`src/rtl/switch_conditioner_if.sv`:
```
// Switch bank bus: raw switch levels in, conditioned levels and event strobes out.
// The conditioner takes the slave modport; whatever drives the raw pins and
// consumes the clean outputs takes the master modport.
interface switch_conditioner_if #(
    parameter int NBITS = 8
);
    logic [NBITS-1:0] swi;      // raw, asynchronous, bouncing levels
    logic [NBITS-1:0] swi_db;   // debounced level per bit
    logic [NBITS-1:0] rise;     // one-cycle pulse after swi_db[i] goes 0->1
    logic [NBITS-1:0] fall;     // one-cycle pulse after swi_db[i] goes 1->0
    logic [NBITS-1:0] toggled;  // inverts on every rise[i]
    logic             changed;  // any rise or fall this cycle

    modport master (
        output swi,
        input  swi_db, rise, fall, toggled, changed
    );

    modport slave (
        input  swi,
        output swi_db, rise, fall, toggled, changed
    );
endinterface

```
`src/rtl/switch_conditioner.sv`:
```
// Per-bit switch conditioner: two-flop synchroniser, stability-count debounce,
// registered rise/fall strobes, per-bit toggle register and an any-change flag.
// Every output comes straight from a flop; swi only ever feeds the first sync stage.
module switch_conditioner #(
    parameter int NBITS         = 8,
    parameter int STABLE_CYCLES = 4
) (
    input  logic                 clk_2,
    input  logic                 reset_n,
    switch_conditioner_if.slave  bus
);
    // Counter is sized from STABLE_CYCLES and only ever counts up to STABLE_CYCLES-1.
    localparam int CNT_W = $clog2(STABLE_CYCLES + 1);
    localparam logic [CNT_W-1:0] CNT_MAX = CNT_W'(STABLE_CYCLES - 1);

    logic [NBITS-1:0]            s1_q, s1_d;
    logic [NBITS-1:0]            s2_q, s2_d;
    logic [NBITS-1:0][CNT_W-1:0] cnt_q, cnt_d;
    logic [NBITS-1:0]            swi_db_q, swi_db_d;
    logic [NBITS-1:0]            rise_q, rise_d;
    logic [NBITS-1:0]            fall_q, fall_d;
    logic [NBITS-1:0]            toggled_q, toggled_d;
    logic                        changed_q, changed_d;

    // Next-state: synchronise, then per-bit stability count against the debounced level.
    always_comb begin
        // NOTE: every signal gets a default before any branch so no path leaves a
        // value unassigned, which would otherwise infer a latch.
        s1_d      = bus.swi;
        s2_d      = s1_q;
        cnt_d     = cnt_q;
        swi_db_d  = swi_db_q;
        rise_d    = '0;
        fall_d    = '0;
        toggled_d = toggled_q;

        for (int i = 0; i < NBITS; i++) begin
            if (s2_q[i] == swi_db_q[i]) begin
                // Sample agrees with the accepted level: any run in progress is lost.
                cnt_d[i] = '0;
            end else if (cnt_q[i] == CNT_MAX) begin
                // Enough consecutive differing samples: accept the new level.
                swi_db_d[i]  = s2_q[i];
                cnt_d[i]     = '0;
                rise_d[i]    = s2_q[i];
                fall_d[i]    = ~s2_q[i];
                toggled_d[i] = toggled_q[i] ^ s2_q[i];
            end else begin
                cnt_d[i] = cnt_q[i] + CNT_W'(1);
            end
        end

        changed_d = |(rise_d | fall_d);
    end

    // State register; reset puts every bit at level 0 with no count in progress.
    always_ff @(posedge clk_2 or negedge reset_n) begin
        if (!reset_n) begin
            s1_q      <= '0;
            s2_q      <= '0;
            // NOTE: the counter array is reset along with everything else; a
            // leftover count would let a bit flip early after reset.
            cnt_q     <= '0;
            swi_db_q  <= '0;
            rise_q    <= '0;
            fall_q    <= '0;
            toggled_q <= '0;
            changed_q <= 1'b0;
        end else begin
            // NOTE: non-blocking so every flop samples pre-edge values, which is
            // what makes s1 -> s2 a real two-stage synchroniser.
            s1_q      <= s1_d;
            s2_q      <= s2_d;
            cnt_q     <= cnt_d;
            swi_db_q  <= swi_db_d;
            rise_q    <= rise_d;
            fall_q    <= fall_d;
            toggled_q <= toggled_d;
            changed_q <= changed_d;
        end
    end

    assign bus.swi_db  = swi_db_q;
    assign bus.rise    = rise_q;
    assign bus.fall    = fall_q;
    assign bus.toggled = toggled_q;
    assign bus.changed = changed_q;

endmodule
```
`src/flat_wrapper.sv`:
```
// flat-port wrapper written by rule: the top's interface ports become plain ports
module switch_conditioner_flat 
#(
    parameter int NBITS         = 8,
    parameter int STABLE_CYCLES = 4
)
  (clk_2, reset_n, bus_swi, bus_swi_db, bus_rise, bus_fall, bus_toggled, bus_changed);
  switch_conditioner_if #(.NBITS(NBITS)) bus_i ();
  input  logic clk_2;
  input  logic reset_n;
  input wire logic [$bits(bus_i.swi)-1:0] bus_swi;
  output wire logic [$bits(bus_i.swi_db)-1:0] bus_swi_db;
  output wire logic [$bits(bus_i.rise)-1:0] bus_rise;
  output wire logic [$bits(bus_i.fall)-1:0] bus_fall;
  output wire logic [$bits(bus_i.toggled)-1:0] bus_toggled;
  output wire logic [$bits(bus_i.changed)-1:0] bus_changed;
  assign bus_i.swi = bus_swi;
  assign bus_swi_db = bus_i.swi_db;
  assign bus_rise = bus_i.rise;
  assign bus_fall = bus_i.fall;
  assign bus_toggled = bus_i.toggled;
  assign bus_changed = bus_i.changed;
  switch_conditioner #(.NBITS(NBITS), .STABLE_CYCLES(STABLE_CYCLES)) u_core (.clk_2(clk_2), .reset_n(reset_n), .bus(bus_i));
endmodule
```
`config.mk`:
```
export PLATFORM = sky130hd
export DESIGN_NAME = switch_conditioner_flat
export DESIGN_NICKNAME = d
export VERILOG_FILES = /design/src/rtl/switch_conditioner_if.sv /design/src/rtl/switch_conditioner.sv /design/src/flat_wrapper.sv
export SDC_FILE = /design/constraint.sdc
export NUM_CORES = 1
export LEC_CHECK = 0
export ABC_AREA = 0
export CAP_MARGIN = 25
export CELL_PAD_IN_SITES_DETAIL_PLACEMENT = 0
export CELL_PAD_IN_SITES_GLOBAL_PLACEMENT = 1
export CORE_MARGIN = 3
export CORE_UTILIZATION = 35
export DETAILED_ROUTE_END_ITERATION = 8
export GPL_ROUTABILITY_DRIVEN = 0
export PLACE_DENSITY = 0.7
export SLEW_MARGIN = 20
export SYNTH_ARGS = -nofsm -noshare
export SYNTH_HDL_FRONTEND = slang
export SYNTH_SLANG_ARGS = --single-unit
```
`constraint.sdc`:
```
create_clock -name clk_2 -period 2.25 [get_ports clk_2]
set_clock_uncertainty 0.05 [all_clocks]
set_input_delay 0.45 -clock clk_2 [delete_from_list [all_inputs] [get_ports clk_2]]
set_output_delay 0.45 -clock clk_2 [all_outputs]
set_load 0.03 [all_outputs]
```
# After elaboration in Yosys (flattened, before gate mapping)
# Cells that the tools add are included.
[totals] ff_bits=73 input_bits=10 elab_cells=135
[classes] addsub=8 n_eq_ne=16 muxes=48 bitwise_logic=25 n_reduce_logical=9
[ops] operator="$mux W3" n=16
[ops] operator="$mux W1" n=32
[ops] operator="$add A3 B1 Y3 const B" n=8
[ops] operator="$eq A3 B2 Y1 const B" n=8
[ops] operator="$not A1 Y1" n=16
[ops] operator="$reduce_and A2 Y1" n=8
[ops] operator="$eq A1 B1 Y1" n=8
[ops] operator="$or A8 B8 Y8" n=1
[ops] operator="$reduce_or A8 Y1" n=1
[ops] operator="$xor A1 B1 Y1" n=8

# Logic depth before layout (Yosys ltp)
# Gate-level depths: netlist (run 1).
[depth] ltp_word=5 depth_mapped=5 ltp_nobuf=5

# Worst setup path after synthesis (run 1)
# Ideal clock, no wire load.
[synth_timing] path_kind="register to register" startpoint="register u_core.swi_db_q[7] (netlist: u_core.bus.swi_db[7])" endpoint="register u_core.changed_q (netlist: u_core.bus.changed)" arrival_time_ps=1096 required_ps=2064 slack_ps=968 stages_incl_launch_ff=5 synth_period_minus_slack_ps=1282 path_cell_list="dfrtp_1 -> xnor2_1 -> o22ai_1 -> nor2_1 -> nand3_1"
[synth_via] elab_chain_len=4
[synth_rtl] item="start: declaration" line_no="switch_conditioner.sv:19" text="logic [NBITS-1:0] swi_db_q, swi_db_d;"
[synth_rtl] item="start signal: assignment" line_no="switch_conditioner.sv:75" text="swi_db_q <= swi_db_d;"
[synth_rtl] item="$eq A1 B1 Y1 *" line_no="switch_conditioner.sv:38" text="if (s2_q[i] == swi_db_q[i]) begin"
[synth_rtl] item="$mux W1" line_no="switch_conditioner.sv:38"
[synth_rtl] item="$or A8 B8 Y8 *" line_no="switch_conditioner.sv:53" text="changed_d = |(rise_d | fall_d);"
[synth_rtl] item="$reduce_or A8 Y1 *" line_no="switch_conditioner.sv:53"
[synth_rtl] item="via u_core.changed_d" line_no="switch_conditioner.sv:23" text="logic changed_q, changed_d;"
[synth_rtl] item="end signal: assignment" line_no="switch_conditioner.sv:79" text="changed_q <= changed_d;"
[synth_rtl] item="end: declaration" line_no="switch_conditioner.sv:23"
# The timed path passes the listed nets; every way through them passes the cells marked *.
# A chain may end at the register's enable or synchronous reset.

# Worst setup path after layout (run 1)
[layout_timing] startpoint="register u_core.swi_db_q[3] (netlist: u_core.bus.swi_db[3])" endpoint="output port bus_swi_db[3]"
[layout_lines] item="end: declaration" line_no="flat_wrapper.sv:12" text="output wire logic [$bits(bus_i.swi_db)-1:0] bus_swi_db;"
# No word-level cell between the ends.

==> results of run 1 <==
-- final cells by class --
type	count	area (sq um)	area share
timing repair buffer	45	440	0.127
sequential	73	1830	0.526
multi-input combinational	87	856	0.246
clock inverter	5	77.6	0.0223
clock buffer	11	151	0.0436
tap	99	124	0.0356
-- sequential cells by signal, summed over array words and instances, names as in the netlist --
register	flops
u_core.bus.swi_db	8
u_core.s2_q	8
u_core.cnt_q	24
u_core.bus.fall	8
u_core.s1_q	8
u_core.bus.rise	8
u_core.bus.changed	1
u_core.bus.toggled	8
-- worst reg2reg max path, cell delays in order, from the launching register on --
cell and delay [ns]:
dfrtp_1 0.39, ha_1 0.24, nand2b_4 0.12, nor3b_4 0.06
a211oi_1 0.28, nand3_1 0.11
-- power groups by stage --
stage / Combinational, W / Sequential (W) / Clock (W)
2_1_floorplan: 0.000520 / 0.00219 / 0
3_3_place_gp: 0.00134 / 0.00186 / 0
3_5_place_dp: 0.00134 / 0.00188 / 0
4_1_cts: 0.00135 / 0.00186 / 0.00118
5_1_grt: 0.00145 / 0.00189 / 0.00125
6_report: 0.00132 / 0.00185 / 0.00114
-- cell families (layout without fill, tap and decap cells) --
family,count (synthesis),after routing,share of synthesized area
compound gates,3,3,0.00746
fa+ha+maj,8,8,0.0373
flops,73,73,0.681
buf+inv,0,61,0
simple gates,51,51,0.180
xor+xnor,17,17,0.0611
mux,8,8,0.0336
-- metrics by stage --
stage	hold slack [ns]	area, sq um
floorplan	0.104	2680
CTS	0.0192	3480
detailed placement	0.285	3250
global placement	0.283	3250
finish	0.0167	3480
global route	0.0290	3480
-- Yosys cell counts --
master     n  share of area
dfrtp_1   73           0.68
nor3b_4    3          0.021
nor3b_1   21          0.059
nand3_1    1         0.0019
a211oi_1   1         0.0028
ha_1       8          0.037
nor2_1     1         0.0014
nor3b_2    5          0.023
nor4_1     1         0.0023
nor3_1     1         0.0019
nor2b_1    4         0.0093
o22ai_1    2         0.0047
nor2b_4    1         0.0051
xnor2_2    2          0.012
and3b_1    5          0.016
mux2_1     8          0.034
and2_1     1         0.0023
xor2_1     9          0.029
nand2b_4   7          0.036
xnor2_1    6          0.020
-- worst paths after layout --
kind / start / endpoint / slack (ns)
min reg2reg: u_core.s1_q[3]$_DFF_PN0_ / u_core.s2_q[3]$_DFF_PN0_ / 0.29
max in group asynchronous: reset_n / u_core.cnt_q[13]$_DFF_PN0_ / 1.52
max reg2reg: u_core.cnt_q[0]$_DFF_PN0_ / u_core.bus.changed$_DFF_PN0_ / 0.88
min: reset_n / u_core.bus.fall[2]$_DFF_PN0_ / 0.02
max: u_core.bus.swi_db[3]$_DFFE_PN0P_ / bus_swi_db[3] / 0.25
min in group clk_2: u_core.s1_q[3]$_DFF_PN0_ / u_core.s2_q[3]$_DFF_PN0_ / 0.29
-- placed cells by master, fill, tap and decap left out, drive strengths merged, types with 2 or more instances in the layout --
cell type / count
nor3b: 29
and3b: 5
clkinv: 2
clkbuf: 11
mux2: 8
o22ai: 2
ha: 8
buf: 4
bufinv: 2
xor2: 9
clkdlybuf4s50: 41
nor2b: 5
xnor2: 8
dfrtp: 73
nand2b: 7
-- per-layer routing --
layer	track usage	wire, microns
met3	0.0386	202
met5	0	0
met2	0.150	1870
met1	0.128	1820
met4	0.0614	48
==> metrics.cfg, run 1 <==
[setup_path]
max_stage_delay_ns = 0.71
worstPathArrival_ns = 1.50
path_depth = 1
critical_path_class = reg -> out
cp-end-kind = primary output
cp_top_family = buffers and inverters
worst-r2r-cell-count = 5
critPathMaxFanout = 5
worstPathRequired_ns = 1.75
slowest_stage = clkdlybuf4s50_1
path_cells = clkdlybuf4s50_1
cp_num_buf_inv = 1
cp-start-kind = flip-flop

[clocking]
post_cts_buffers = 0
cts_sinks = 73
cts_hold_buf = 0
clkTransAtPathRegs_ns = 0.07
clk_latency_ns = 0.33
clockBufferDepth = 2
cts_resized = 0
cts_made_buffers = 9
cts-root-buf = clkbuf_8
cts_tree = done
cts_max_level = 3

[global_route]
grt_pass1_wl_microns = 6780
first_global_vias = 1423
grt_max_degree = 38
grt_overflow_total = 0
antenna_found_initial = 0
grt_usage = 0.102

[placement]
dp_hpwl_microns = 2800
io_buffers = 42
pre_cts_slack_ns = 0.597
dp.cells = 304

[timing]
setup_tns_ns = 0
timing.final.crit_share = 0.890
fin_ws_ns = 0.247
max_slew_margin = 0.690
setup_violations = 0
min_period_ns = 2.00
worst_pin_slew_ns = 0.465
rsz0062_at_grt = no
finalHoldViolations = 0
fmax_mhz = 499
slew_viol_final = 0

[final_layout]
drive_gt1_frac = 0.172
final_cells = 320
num_antenna_cells = 0
area_growth_pct = 29.6
final_util = 0.474
nets = 234
fill_cells = 649

[pwr]
combPwrFrac = 0.307
seq_power_share = 0.430
p_switching_w = 0.00139
p_clk_frac = 0.264
intPower_w = 0.00292
ir_worst_vdd_mv = 0.533
p_leak_nw = 1.55
swShare = 0.323
pwr_density_cell_nw_per_um2 = 1240
p_total_w = 0.00431

[yosys]
yosysUniqueCellTypes = 20
syn_nets = 178
syn_avg_cell_area_sq_um = 16.8
synth-seq-area-share = 0.681
yosysWarnings = 0
synth.cell_area_sq_um = 2680
yosys_register_bits = 73
postSynthCellCount = 160

[route]
vias_per_cell = 4.31
vias = 1378
final_antenna_net_count = 0
first_pass_iters = 3
wl_per_cell_microns = 12.3
routed_wirelength_microns = 3940
drtIter0Drc = 19
drc = 0

[floorplan]
pin_count = 43
fp.dieH_microns = 93.5
core_area_sq_um = 7330
start_util = 0.366
die_w_microns = 93.5
die_area_sq_um = 8750
row_count = 31

[min_path]
hold_class = in -> async

[flow_run]
cap_violations = 0

[outcome]
outcome = complete, no violations

Note: power is estimated with default switching activity, not from simulation.
==> inputs of run 2 (changes only) <==
CORE_UTILIZATION = 37   (was 35)
PLACE_DENSITY = 0.73   (was 0.7)
==> run 2 against run 1 <==
  * Global-route usage increased by 0.49 points
  * Routed wire length grew 2.0%
  * Register-to-register slack hardly changed
  * Non-clock buffer count is 1 lower
  * Setup slack improved by 0.0049 ns
==> metrics.cfg, run 2 (synthesis gave the netlist of run 1 again) <==
[clocking]
clkTransAtPathRegs_ns = 0.08  ; about the same
clockBufferDepth = 2  ; unchanged
cts-root-buf = clkbuf_8
cts_max_level = 3  ; unchanged
cts_tree = done
clk_latency_ns = 0.34  ; about the same
cts_made_buffers = 9  ; unchanged
cts_sinks = 73  ; unchanged
post_cts_buffers = 0  ; unchanged
cts_resized = 0  ; unchanged

[timing]
finalHoldViolations = 0  ; unchanged
timing.final.crit_share = 0.888  ; -0.00219
min_period_ns = 2.00  ; -0.00492 ns
setup_tns_ns = 0  ; unchanged
whs_ns = 0.300  ; +0.284 ns
slew_viol_final = 0  ; unchanged
fmax_mhz = 500  ; +0.25%
setup_violations = 0  ; unchanged
fin_ws_ns = 0.252  ; +0.00492 ns
worst_pin_slew_ns = 0.342  ; -0.122 ns
max_slew_margin = 0.770  ; +0.0800
rsz0062_at_grt = no

[setup_path]
slowest_stage = clkdlybuf4s50_1
cp_num_buf_inv = 1  ; unchanged
max_stage_delay_ns = 0.71  ; about the same
cp-end-kind = primary output
worstPathRequired_ns = 1.75  ; about the same
cp-start-kind = flip-flop
cp_top_family = buffers and inverters
critical_path_class = reg -> out
critPathMaxFanout = 5  ; unchanged
worstPathArrival_ns = 1.50  ; about the same
path_cells = clkdlybuf4s50_1

[global_route]
first_global_vias = 1489  ; +4.6%
grt_pass1_wl_microns = 6880  ; +1.5%
antenna_found_initial = 0  ; unchanged
grt_max_degree = 55  ; +45%
grt_overflow_total = 0  ; unchanged
grt_usage = 0.107  ; +0.00493

[pwr]
pwr_density_cell_nw_per_um2 = 1260  ; +1.4%
ir_worst_vdd_mv = 0.657  ; +23%
p_leak_nw = 1.55  ; about the same

[final_layout]
num_antenna_cells = 0  ; unchanged
regMostFlops = u_core.cnt_q
final_common_cell = dfrtp_1
mostFrequentLayoutCells = 73 x dfrtp_1, 41 x clkdlybuf4s50_1, 21 x nor3b_1, 9 x xor2_1, 9 x clkbuf_8
area_growth_pct = 29.9
largest_reg_flops = 24  ; unchanged
final_cells = 316  ; -1.3%
design_area_sq_um = 3490  ; +0.29%
nets = 233  ; -0.43%
fill_cells = 629  ; -3.1%
drive_gt1_frac = 0.155  ; -0.0174

[route]
wl_per_cell_microns = 12.7  ; +3.3%
routed_wirelength_microns = 4020  ; +2.0%
drtIter0Drc = 28  ; +9
vias_per_cell = 4.47  ; +3.8%
first_pass_iters = 4  ; +1
vias = 1413  ; +2.5%
drc = 0  ; unchanged
final_antenna_net_count = 0  ; unchanged

[flow_run]
cap_violations = 0  ; unchanged

[placement]
io_buffers = 42  ; unchanged
pre_cts_slack_ns = 0.599  ; +0.00131 ns
dp.cells = 299  ; -1.6%
dp_hpwl_microns = 2750  ; -1.8%
placed_area_sq_um = 3240  ; -0.19%

[floorplan]
pin_count = 43  ; unchanged
row_count = 30  ; -3.2%
die_area_sq_um = 8310  ; -5.1%
fp.dieH_microns = 91.2  ; -2.6%
core_area_sq_um = 6910  ; -5.8%
start_util = 0.388  ; +0.0225
die_w_microns = 91.2  ; -2.6%

[outcome]
outcome = complete, no violations

[min_path]
hold_class = reg -> reg

## run 2: changes by cell type in the layout (fill, tap and decap cells not counted), sizes merged
cell	change
buf	-2
bufinv	+1
clkinvlp	-1
dlygate4sd3	+1
## run 2: layout make-up
class                   instances  area, sq um  area share
flip-flops and latches         73         1830       0.524
multi-input cells              87          856       0.246
repair buffers                 44          448       0.128
clock buffers                  11          131      0.0377
well taps                      96          120      0.0345
clock inverters                 5          104      0.0298
## run 2: per-layer routing
| layer | vias to the layer above | routed length (microns) | GRT usage |
|---|---|---|---|
| met5 | - | 0 | 0 |
| met4 | 0 | 29 | 0.0565 |
| met3 | 5 | 309 | 0.0530 |
| met2 | 43 | 1870 | 0.157 |
| met1 | 702 | 1810 | 0.130 |
| li1 | 663 | - | - |
## run 2: worst paths after layout
check | start | endpoint | slack (ns) | cells after the start
worst max-delay path | u_core.bus.swi_db[5]$_DFFE_PN0P_ | bus_swi_db[5] | 0.25 | 1
worst min-delay path | u_core.s1_q[3]$_DFF_PN0_ | u_core.s2_q[3]$_DFF_PN0_ | 0.30 | 0
worst max register to register | u_core.bus.swi_db[7]$_DFFE_PN0P_ | u_core.bus.changed$_DFF_PN0_ | 0.88 | 4
worst min register to register | u_core.s1_q[3]$_DFF_PN0_ | u_core.s2_q[3]$_DFF_PN0_ | 0.30 | 0
max in group asynchronous | reset_n | u_core.bus.rise[6]$_DFF_PN0_ | 1.12 | 3
min in group asynchronous | reset_n | u_core.bus.rise[7]$_DFF_PN0_ | 0.48 | 2
## run 2: report_power, final
| part | internal (W) | leakage (nW) | switching (W) | total [W] |
|---|---|---|---|---|
| Sequential | 0.00161 | 0.933 | 0.000239 | 0.00185 |
| Clock | 0.000738 | 0.118 | 0.000467 | 0.00121 |
| Combinational | 0.000630 | 0.499 | 0.000699 | 0.00133 |
## run 2: what timing repair did
action                                  CTS  global route
hold buffers                              1             0
endpoints found under the hold margin    19             0
endpoints found under the setup margin    0             0
## run 2: through the flow
| step | utilization | total power (W) |
|---|---|---|
| 2_1_floorplan | - | 0.00271 |
| 3_3_place_gp | 0.469 | 0.00320 |
| 3_5_place_dp | 0.469 | 0.00323 |
| 4_1_cts | 0.505 | 0.00446 |
| 5_1_grt | 0.505 | 0.00465 |
| 6_report | 0.505 | 0.00438 |
==> inputs of run 3 (changes only) <==
CORE_MARGIN = 10   (was 3)
==> run 3 against run 2 <==
  * Register-to-register slack hardly changed
  * Critical path depth is the same
  * Worst hold slack lost 0.26 ns
  * Global-route usage shrank 2.5 points
  * Fmax down 0.37%
  * Highest routed layer unchanged
  * Combinational power is essentially flat
  * Flip-flop and latch count unchanged
  * Power decreased by 2.7%
  * Setup slack worse by 0.0073 ns
==> metrics.cfg, run 3 (synthesis gave the netlist of run 1 again) <==
[floorplan]
die_w_microns = 105  ; +15%
row_count = 30  ; unchanged
core_area_sq_um = 6910  ; unchanged
pin_count = 43  ; unchanged
die_area_sq_um = 11100  ; +33%
fp.dieH_microns = 105  ; +15%
start_util = 0.388  ; unchanged

[setup_path]
cp_num_buf_inv = 1  ; unchanged
slowest_stage = clkdlybuf4s50_1
worstPathArrival_ns = 1.51  ; about the same
cp-start-kind = flip-flop
critical_path_class = reg -> out
critPathMaxFanout = 6  ; +1
cp_top_family = buffers and inverters
max_stage_delay_ns = 0.72  ; about the same
cp-end-kind = primary output
worstPathRequired_ns = 1.75  ; about the same
path_cells = clkdlybuf4s50_1

[timing]
fmax_mhz = 499  ; -0.37%
worst_pin_slew_ns = 0.536  ; +0.194 ns
max_slew_margin = 0.643  ; -0.128
slew_viol_final = 0  ; unchanged
whs_ns = 0.0418  ; -0.258 ns
setup_violations = 0  ; unchanged
finalHoldViolations = 0  ; unchanged
min_period_ns = 2.01  ; +0.00732 ns
timing.final.crit_share = 0.891  ; +0.00325
rsz0062_at_grt = no
setup_tns_ns = 0  ; unchanged

[global_route]
grt_max_degree = 44  ; -20%
grt_usage = 0.0820  ; -0.0252
grt_overflow_total = 0  ; unchanged
first_global_vias = 1535  ; +3.1%
grt_pass1_wl_microns = 7270  ; +5.6%
antenna_found_initial = 0  ; unchanged

[route]
wl_met2_microns = 1830  ; -2.3%
wl_per_cell_microns = 13.3  ; +4.7%
vias_per_cell = 4.45  ; -0.53%
drtIter0Drc = 7  ; -75%
drc = 0  ; unchanged
m1WireLength_microns = 1910  ; +5.7%
dr.max_layer_used = met4
final_antenna_net_count = 0  ; unchanged
dr_wl_met3_microns = 361  ; +17%
routed_wirelength_microns = 4200  ; +4.4%
vias = 1401  ; -0.85%
first_pass_iters = 3  ; -1

[clocking]
clkTransAtPathRegs_ns = 0.07  ; about the same
clockBufferDepth = 2  ; unchanged
cts-root-buf = clkbuf_8
cts_sinks = 73  ; unchanged
cts_made_buffers = 9  ; unchanged
cts_max_level = 3  ; unchanged
cts_tree = done
clk_latency_ns = 0.34  ; about the same
cts_resized = 0  ; unchanged
post_cts_buffers = 0  ; unchanged
cts_hold_buf = 0  ; -1

[pwr]
pwr_density_cell_nw_per_um2 = 1240  ; -1.7%
p_leak_nw = 1.53  ; -1.0%
seq_power_share = 0.433  ; +0.011
p_total_w = 0.00427  ; -2.7%
ir_worst_vdd_mv = 0.639  ; -2.8%
combPwrFrac = 0.314  ; +0.011
swShare = 0.330  ; +0.00939
p_switching_w = 0.00141  ; +0.15%
intPower_w = 0.00286  ; -4.0%
p_clk_frac = 0.253  ; -0.022

[final_layout]
final_cells = 315  ; -0.32%
area_growth_pct = 28.6
drive_gt1_frac = 0.160  ; +0.00527
largest_reg_flops = 24  ; unchanged
final_util = 0.500  ; -0.00507
num_antenna_cells = 0  ; unchanged
final_common_cell = dfrtp_1
regMostFlops = u_core.cnt_q
mostFrequentLayoutCells = 73 x dfrtp_1, 41 x clkdlybuf4s50_1, 21 x nor3b_1, 9 x xor2_1, 9 x clkbuf_8
nets = 232  ; -0.43%

[placement]
dp_hpwl_microns = 3020  ; +9.8%
dp.cells = 299  ; unchanged
io_buffers = 42  ; unchanged

[flow_run]
cap_violations = 0  ; unchanged

[outcome]
outcome = complete, no violations

[min_path]
hold_class = in -> async

## run 3: changes by cell type in the layout (fill, tap and decap cells not counted), sizes merged
cell / delta
clkbuf: -1
clkinv: +1
bufinv: -1
clkinvlp: +1
dlygate4sd3: -1
## run 3: path summary, 6_finish.rpt
path,endpoint,start,slack (ns),depth (start not counted)
setup / recovery,bus_swi_db[2],u_core.bus.swi_db[2]$_DFFE_PN0P_,0.24,1
setup reg to reg,u_core.bus.changed$_DFF_PN0_,u_core.bus.swi_db[7]$_DFFE_PN0P_,0.88,4
max in group asynchronous,u_core.s2_q[5]$_DFF_PN0_,reset_n,1.55,2
min in group clk_2,u_core.s2_q[4]$_DFF_PN0_,u_core.s1_q[4]$_DFF_PN0_,0.30,0
hold reg to reg,u_core.s2_q[4]$_DFF_PN0_,u_core.s1_q[4]$_DFF_PN0_,0.30,0
hold / removal,u_core.cnt_q[9]$_DFF_PN0_,reset_n,0.04,1
## run 3: power groups by stage
stage / registers [W] / logic (W) / clock network (W)
after detailed placement: 0.00188 / 0.00136 / 0
after CTS: 0.00185 / 0.00137 / 0.00112
after global routing: 0.00190 / 0.00146 / 0.00117
final: 0.00185 / 0.00134 / 0.00108
after global placement: 0.00186 / 0.00135 / 0
after floorplan: 0.00219 / 0.000520 / 0
## run 3: cell type report
type	instances	area [sq um]
sequential	73	1830
multi-input combinational	87	856
clock inverter	6	82.6
tap	96	120
timing repair buffer	43	438
clock buffer	10	128
fill	609	3460
## run 3: through the flow
stage	instance area, sq um	setup WS, ns
6_report	3450	0.245
5_1_grt	3450	0.159
3_5_place_dp	3240	0.597
3_3_place_gp	3240	0.614
4_1_cts	3450	0.208
2_1_floorplan	2680	0.968
## run 3: routing by layer
layer,global-route usage,up-vias
li1,-,662
met1,0.0941,689
met2,0.119,41
met3,0.0405,9
met4,0.0529,0
met5,0,-
